==> src/rtl/fetch_pkg.sv <==
// ============================================================================
// fetch_pkg : shared widths, FSM encoding and buffer entry type for the fetch unit
// Rev 1.0
// ============================================================================
`default_nettype none

package fetch_pkg;

  localparam int INSTR_W     = 32;
  localparam int ADDR_W      = 32;
  localparam int INSTR_BYTES = 4;

  typedef enum logic [0:0] {
    ST_RUN   = 1'b0,
    ST_FAULT = 1'b1
  } state_e;

  typedef struct packed {
    logic [ADDR_W-1:0]  pc;
    logic [INSTR_W-1:0] instr;
  } fetch_entry_t;

endpackage

`default_nettype wire

==> src/rtl/fetch_fifo.sv <==
// ============================================================================
// fetch_fifo : small synchronous FIFO with flush and occupancy count
// Rev 1.0
// ============================================================================
`default_nettype none

module fetch_fifo #(
  parameter int DEPTH = 2,
  parameter int WIDTH = 64,
  localparam int PTR_W = (DEPTH > 1) ? $clog2(DEPTH) : 1,
  localparam int CNT_W = $clog2(DEPTH + 1)
) (
  input  logic             clk,
  input  logic             rst_i,
  input  logic             flush_i,
  input  logic             push_i,
  input  logic             pop_i,
  input  logic [WIDTH-1:0] data_i,
  output logic [WIDTH-1:0] data_o,
  output logic             valid_o,
  output logic [CNT_W-1:0] count_o
);

  logic [WIDTH-1:0] mem_q [DEPTH];
  logic [PTR_W-1:0] wr_ptr_q;
  logic [PTR_W-1:0] rd_ptr_q;
  logic [CNT_W-1:0] count_q;
  logic             do_pop;

  assign do_pop  = pop_i && valid_o;
  assign valid_o = (count_q != '0);
  assign data_o  = mem_q[rd_ptr_q];
  assign count_o = count_q;

  always_ff @(posedge clk) begin
    if (push_i) begin
      mem_q[wr_ptr_q] <= data_i;
    end
  end

  // DEPTH is a power of two, so the pointers wrap naturally
  always_ff @(posedge clk) begin
    if (rst_i || flush_i) begin
      wr_ptr_q <= '0;
      rd_ptr_q <= '0;
      count_q  <= '0;
    end else begin
      if (push_i) wr_ptr_q <= wr_ptr_q + PTR_W'(1);
      if (do_pop) rd_ptr_q <= rd_ptr_q + PTR_W'(1);
      count_q <= count_q + CNT_W'(push_i) - CNT_W'(do_pop);
    end
  end

  a_no_overflow: assert property (@(posedge clk) disable iff (rst_i)
    !(push_i && !do_pop && !flush_i && (count_q == CNT_W'(DEPTH))));

endmodule

`default_nettype wire

==> src/rtl/instr_fetch_ctrl.sv <==
// ============================================================================
// instr_fetch_ctrl : PC owner, fetch issue, response capture and fault FSM
// Rev 1.0
// ============================================================================
`default_nettype none

module instr_fetch_ctrl
  import fetch_pkg::*;
#(
  parameter logic [ADDR_W-1:0] BOOT_ADDR  = 32'd16,
  parameter int                FIFO_DEPTH = 2
) (
  input  logic               clk,
  input  logic               reset,
  output logic [ADDR_W-1:0]  imem_addr,
  output logic               imem_req,
  input  logic [INSTR_W-1:0] imem_instruction,
  input  logic               imem_valid,
  input  logic               halt,
  input  logic               redirect_valid,
  input  logic [ADDR_W-1:0]  redirect_pc,
  output logic               fetch_valid,
  output logic [INSTR_W-1:0] fetch_instr,
  output logic [ADDR_W-1:0]  fetch_pc,
  input  logic               fetch_ready,
  output logic               fault,
  output logic [ADDR_W-1:0]  fault_pc
);

  localparam int CNT_W = $clog2(FIFO_DEPTH + 1);
  localparam int OCC_W = CNT_W + 1;
  localparam logic [OCC_W-1:0] DEPTH_C = OCC_W'(FIFO_DEPTH);

  state_e            state_q, state_d;
  logic [ADDR_W-1:0] pc_q, pc_d;
  logic [ADDR_W-1:0] inflight_pc_q, inflight_pc_d;
  logic [ADDR_W-1:0] fault_pc_q, fault_pc_d;
  logic              inflight_q, inflight_d;
  logic [CNT_W-1:0]  count;
  logic [OCC_W-1:0]  occ;
  logic              pop, push, live_rsp;
  fetch_entry_t      push_entry, head_entry;

  always_ff @(posedge clk) begin
    if (reset) begin
      state_q       <= ST_RUN;
      pc_q          <= BOOT_ADDR;
      inflight_q    <= 1'b0;
      inflight_pc_q <= '0;
      fault_pc_q    <= '0;
    end else begin
      state_q       <= state_d;
      pc_q          <= pc_d;
      inflight_q    <= inflight_d;
      inflight_pc_q <= inflight_pc_d;
      fault_pc_q    <= fault_pc_d;
    end
  end

  always_comb begin
    pop      = fetch_valid && fetch_ready;
    occ      = {1'b0, count} + OCC_W'(inflight_q) - OCC_W'(pop);
    imem_req = !reset && (state_q == ST_RUN) && !halt && !redirect_valid && (occ < DEPTH_C);
    // A response is only live in RUN; a redirect in the same cycle kills it
    live_rsp = inflight_q && (state_q == ST_RUN) && !redirect_valid;
    push     = live_rsp && imem_valid;

    state_d       = state_q;
    pc_d          = pc_q;
    fault_pc_d    = fault_pc_q;
    inflight_d    = imem_req;
    inflight_pc_d = inflight_pc_q;

    if (imem_req) begin
      inflight_pc_d = pc_q;
      pc_d          = pc_q + ADDR_W'(INSTR_BYTES);
    end

    if (redirect_valid) begin
      pc_d = redirect_pc;
      if (redirect_pc[1:0] != 2'b00) begin
        state_d    = ST_FAULT;
        fault_pc_d = redirect_pc;
      end else begin
        state_d = ST_RUN;
      end
    end else if (live_rsp && !imem_valid) begin
      state_d    = ST_FAULT;
      fault_pc_d = inflight_pc_q;
    end
  end

  assign push_entry = '{pc: inflight_pc_q, instr: imem_instruction};

  fetch_fifo #(
    .DEPTH (FIFO_DEPTH),
    .WIDTH ($bits(fetch_entry_t))
  ) u_fifo (
    .clk     (clk),
    .rst_i   (reset),
    .flush_i (redirect_valid),
    .push_i  (push),
    .pop_i   (pop && !redirect_valid),
    .data_i  (push_entry),
    .data_o  (head_entry),
    .valid_o (fetch_valid),
    .count_o (count)
  );

  assign imem_addr   = pc_q;
  assign fetch_instr = head_entry.instr;
  assign fetch_pc    = head_entry.pc;
  assign fault       = (state_q == ST_FAULT);
  assign fault_pc    = fault_pc_q;

endmodule

`default_nettype wire

==> config.mk <==
export PLATFORM = sky130hd
export DESIGN_NAME = instr_fetch_ctrl
export DESIGN_NICKNAME = d
export VERILOG_FILES = /design/src/rtl/fetch_pkg.sv /design/src/rtl/fetch_fifo.sv /design/src/rtl/instr_fetch_ctrl.sv
export SDC_FILE = /design/constraint.sdc
export NUM_CORES = 1
export LEC_CHECK = 0
export CAP_MARGIN = 5
export CELL_PAD_IN_SITES_DETAIL_PLACEMENT = 0
export CELL_PAD_IN_SITES_GLOBAL_PLACEMENT = 1
export CORE_MARGIN = 1
export CORE_UTILIZATION = 30
export CTS_CLUSTER_SIZE = 30
export DETAILED_ROUTE_END_ITERATION = 16
export GPL_TIMING_DRIVEN = 1
export PLACE_DENSITY_LB_ADDON = 0.15
export SYNTH_ARGS = -nofsm -noshare
export SYNTH_HDL_FRONTEND = slang
export SYNTH_SLANG_ARGS = --single-unit
==> constraint.sdc <==
create_clock -name clk -period 10.4 [get_ports clk]
set_input_delay 2.08 -clock clk [delete_from_list [all_inputs] [get_ports clk]]
set_output_delay 2.08 -clock clk [all_outputs]
set_load 0.01 [all_outputs]
==> results.sh <==
export IMPL_core_um2=29800
export IMPL_dp_cells=1286
export IMPL_netSwitchingPower_mw=0.462
export IMPL_crit_start="fetch_ready"
export IMPL_ys_flop_type="edfxtp_1"
export IMPL_power_density_nw_per_um2=168
export IMPL_setup_viol=0
export IMPL_cts_max_path_buffers=3
export IMPL_synth_top_area_cell="edfxtp_1"
export IMPL_vdd_drop_max_mv=0.112
export IMPL_final_min_clock_period_ns=7.93
export IMPL_dpl_hpwl_mm=15.9
export IMPL_n_antenna_cell=0
export IMPL_synth_cells=735
export IMPL_outcome="complete, no violations"
export IMPL_first_iter_violations=281
export IMPL_dr_pass1_iters=4
export IMPL_avgSynthCellArea_um2=12.5
export IMPL_yosys_warnings=0
export IMPL_die_y_um=177
export IMPL_cts_buffers_inserted=26
export IMPL_crit_path_start_kind="input pin"
export IMPL_insertion_delay_ns=0.53
export IMPL_clock_sinks=231
export IMPL_synth_most_common_cell="edfxtp_1"
export IMPL_r2r_cells=14
export IMPL_num_nets_final=999
export IMPL_syn_to_final_growth_pct=35.3
export IMPL_min_delay_path_class="flop to flop"
export IMPL_stdcell_count=1334
export IMPL_postCtsSetupBuffers=0
export IMPL_core_rowCount=63
export IMPL_grt_pass1_vias=6259
export IMPL_holdWs_ns=0.476
export IMPL_yosys_top_cells_count="128 x edfxtp_1, 103 x dfxtp_1, 92 x nand2_1, 67 x mux2_2, 54 x nor2_1"
export IMPL_via_per_inst=4.75
export IMPL_power_internal_mw=1.62
export IMPL_fill_cells=2877
export IMPL_finalClockSkew_ns=0.00975
export IMPL_finalPower_mw=2.08
export IMPL_arrival_ns=5.85
export IMPL_grt_pass1_wl_mm=37.6
export IMPL_r2r_end="imem_addr[11]"
export IMPL_path_class="input pin to output port"
export IMPL_ant_nets=0
export IMPL_start_util_pct=30.7
export IMPL_power_frac_seq_pct=48.4
export IMPL_dieArea_um2=31200
export IMPL_grt_max_degree=65
export IMPL_rsz0062_at_grt="false"
export IMPL_wl_per_cell_um=18.8
export IMPL_place_area_um2=11500
export IMPL_clk_pin_slew_ns=0.06
export IMPL_yosys_register_bits=231
export IMPL_maxSlewHeadroom_pct=33.0
export IMPL_finalSetupTns_ns=0
export IMPL_end_kind="output port"
export IMPL_place_congestion=0.774
export IMPL_cts_resized=0
export IMPL_synthDistinctLibCells=47
export IMPL_crit_end="imem_req"
export IMPL_synth_top_cell_area_share_pct=42.0
export IMPL_cts_max_level=1
export IMPL_cp_data_required_time_ns=8.32
export IMPL_num_vias=6334
export IMPL_gr_total_overflow=0
export IMPL_worstReg2RegStart="u_fifo.count_o[1]"
export IMPL_max_cap_violations=0
export IMPL_drcViolationCount=0
export IMPL_die_w_um=177
export IMPL_drt_wl_total_mm=25.1
export IMPL_synthesis_nets=810
export IMPL_min_period_over_period_pct=76.2
export IMPL_final_layout_size_suffix_gt1_share_pct=13.2
export IMPL_slew_viol_final=0
export IMPL_ys_seq_area_share_pct=64.5
export IMPL_power_frac_clock_pct=44.1
export IMPL_tightest_slew_ns=1.00
export IMPL_async_reset_ff_share_pct=0
export IMPL_r2r_setup_slack_ns=5.68
export IMPL_final_area_um2=12400
export IMPL_fmax_ghz=0.126
export IMPL_synth_edf_count=128
export IMPL_comb_power_share_pct=7.5
export IMPL_grtUsageTotal_pct=15.8
export IMPL_io_buffers=200
export IMPL_hold_buffers=0
export IMPL_syn_area_um2=9150
export IMPL_clockRootBuffer="clkbuf_16"
export IMPL_leakage_nw=4.07
export IMPL_antenna_found_initial=0
export IMPL_synthTopCellsByArea="edfxtp_1 42%, dfxtp_1 23%, mux2_2 8.2%"
export IMPL_pin_count=201
export IMPL_cts_tree="yes"
export IMPL_switching_share_pct=22.2
export IMPL_hold_viol=0
export IMPL_cp_max_fo=42
worst min-delay path by stage:
stage	from	endpoint	slack, ns	cells after the start
2_1_floorplan	inflight_pc_q[0]	u_fifo.mem_q[0][32]	0.45	0
3_3_place_gp	inflight_pc_q[3]	u_fifo.mem_q[0][35]	0.46	0
3_5_place_dp	inflight_pc_q[3]	u_fifo.mem_q[1][35]	0.47	0
4_1_cts	imem_addr[0]	inflight_pc_q[0]	0.48	2
5_1_grt	inflight_pc_q[3]	u_fifo.mem_q[1][35]	0.50	0
6_report	imem_addr[0]	inflight_pc_q[0]	0.48	2
layer usage:
layer  up-vias  GRT usage [%]  wire, µm
met3        34           3.87      1720
met2       202           25.9     11500
met4         0           3.63       463
li1       3071              -         -
met5         -              0         0
met1      3027           20.8     11400
final cells by class:
cell class	count	area [µm²]	share of cell area, %
flip-flops and latches	231	5910	47.7
multi-input cells	450	3050	24.7
repair buffers	206	2040	16.5
clock buffers	38	758	6.12
well taps	390	488	3.94
clock inverters	10	100	0.808
inverters	9	33.8	0.273
kinds of logic after synthesis:
group,share of synthesized area [%]
xor gates and xnor gates,2.58
adders and majority gates,0.766
muxes,11.4
AOI/OAI and AO/OA,7.83
and+or+nand+nor,10.5
buffers and inverters,2.35
DFF,64.5
through the flow:
stage                     worst slack [ns]  util (%)
after CTS                             2.47      41.6
after floorplan                       3.88         -
after global placement                2.53      38.7
after detailed placement              2.49      38.7
after global routing                  2.27      41.6
final                                 2.47      41.6
cells in the final DEF (no fill, tap or decap), drive strengths merged, types with 5 or more instances in the layout:
cell type        n
nor3            11
mux2i           29
a21oi           38
clkdlybuf4s50  198
a22oi            8
nor2            55
nand4           10
nand3           19
o22ai           10
clkinv           7
clkbuf          38
and3             5
buf              8
dfxtp          103
xor2            16
nand2           92
inv              9
a211oi          35
mux2            67
edfxtp         128
xnor2           11
a311oi           6
critical path: stages:
cell and delay [ns]:
clkdlybuf4s50_1 0.40, nand2_1 0.11, inv_1 0.06, ha_1 0.26, nand2b_1 0.15, fa_1 0.48
or4b_4 0.49, nor2_2 0.39, nand2_2 0.63, inv_1 0.23, clkdlybuf4s50_1 0.57
registers in the layout, indices dropped and copies added, names as in the netlist, named ones only:
signal / count
imem_addr: 32
u_fifo.mem_q: 128
inflight_q: 1
fault: 1
inflight_pc_q: 32
fault_pc: 32
u_fifo.wr_ptr_q: 1
u_fifo.rd_ptr_q: 1
u_fifo.count_o: 2
power groups by stage:
stage	Combinational [mW]	Sequential, mW	Clock [mW]
floorplan	0.0610	1.03	0
global route	0.170	1.01	0.978
global placement	0.157	1.03	0
detailed placement	0.158	1.03	0
finish	0.157	1.01	0.916
CTS	0.159	1.01	0.946
Note: power is estimated with default switching activity, not from simulation.
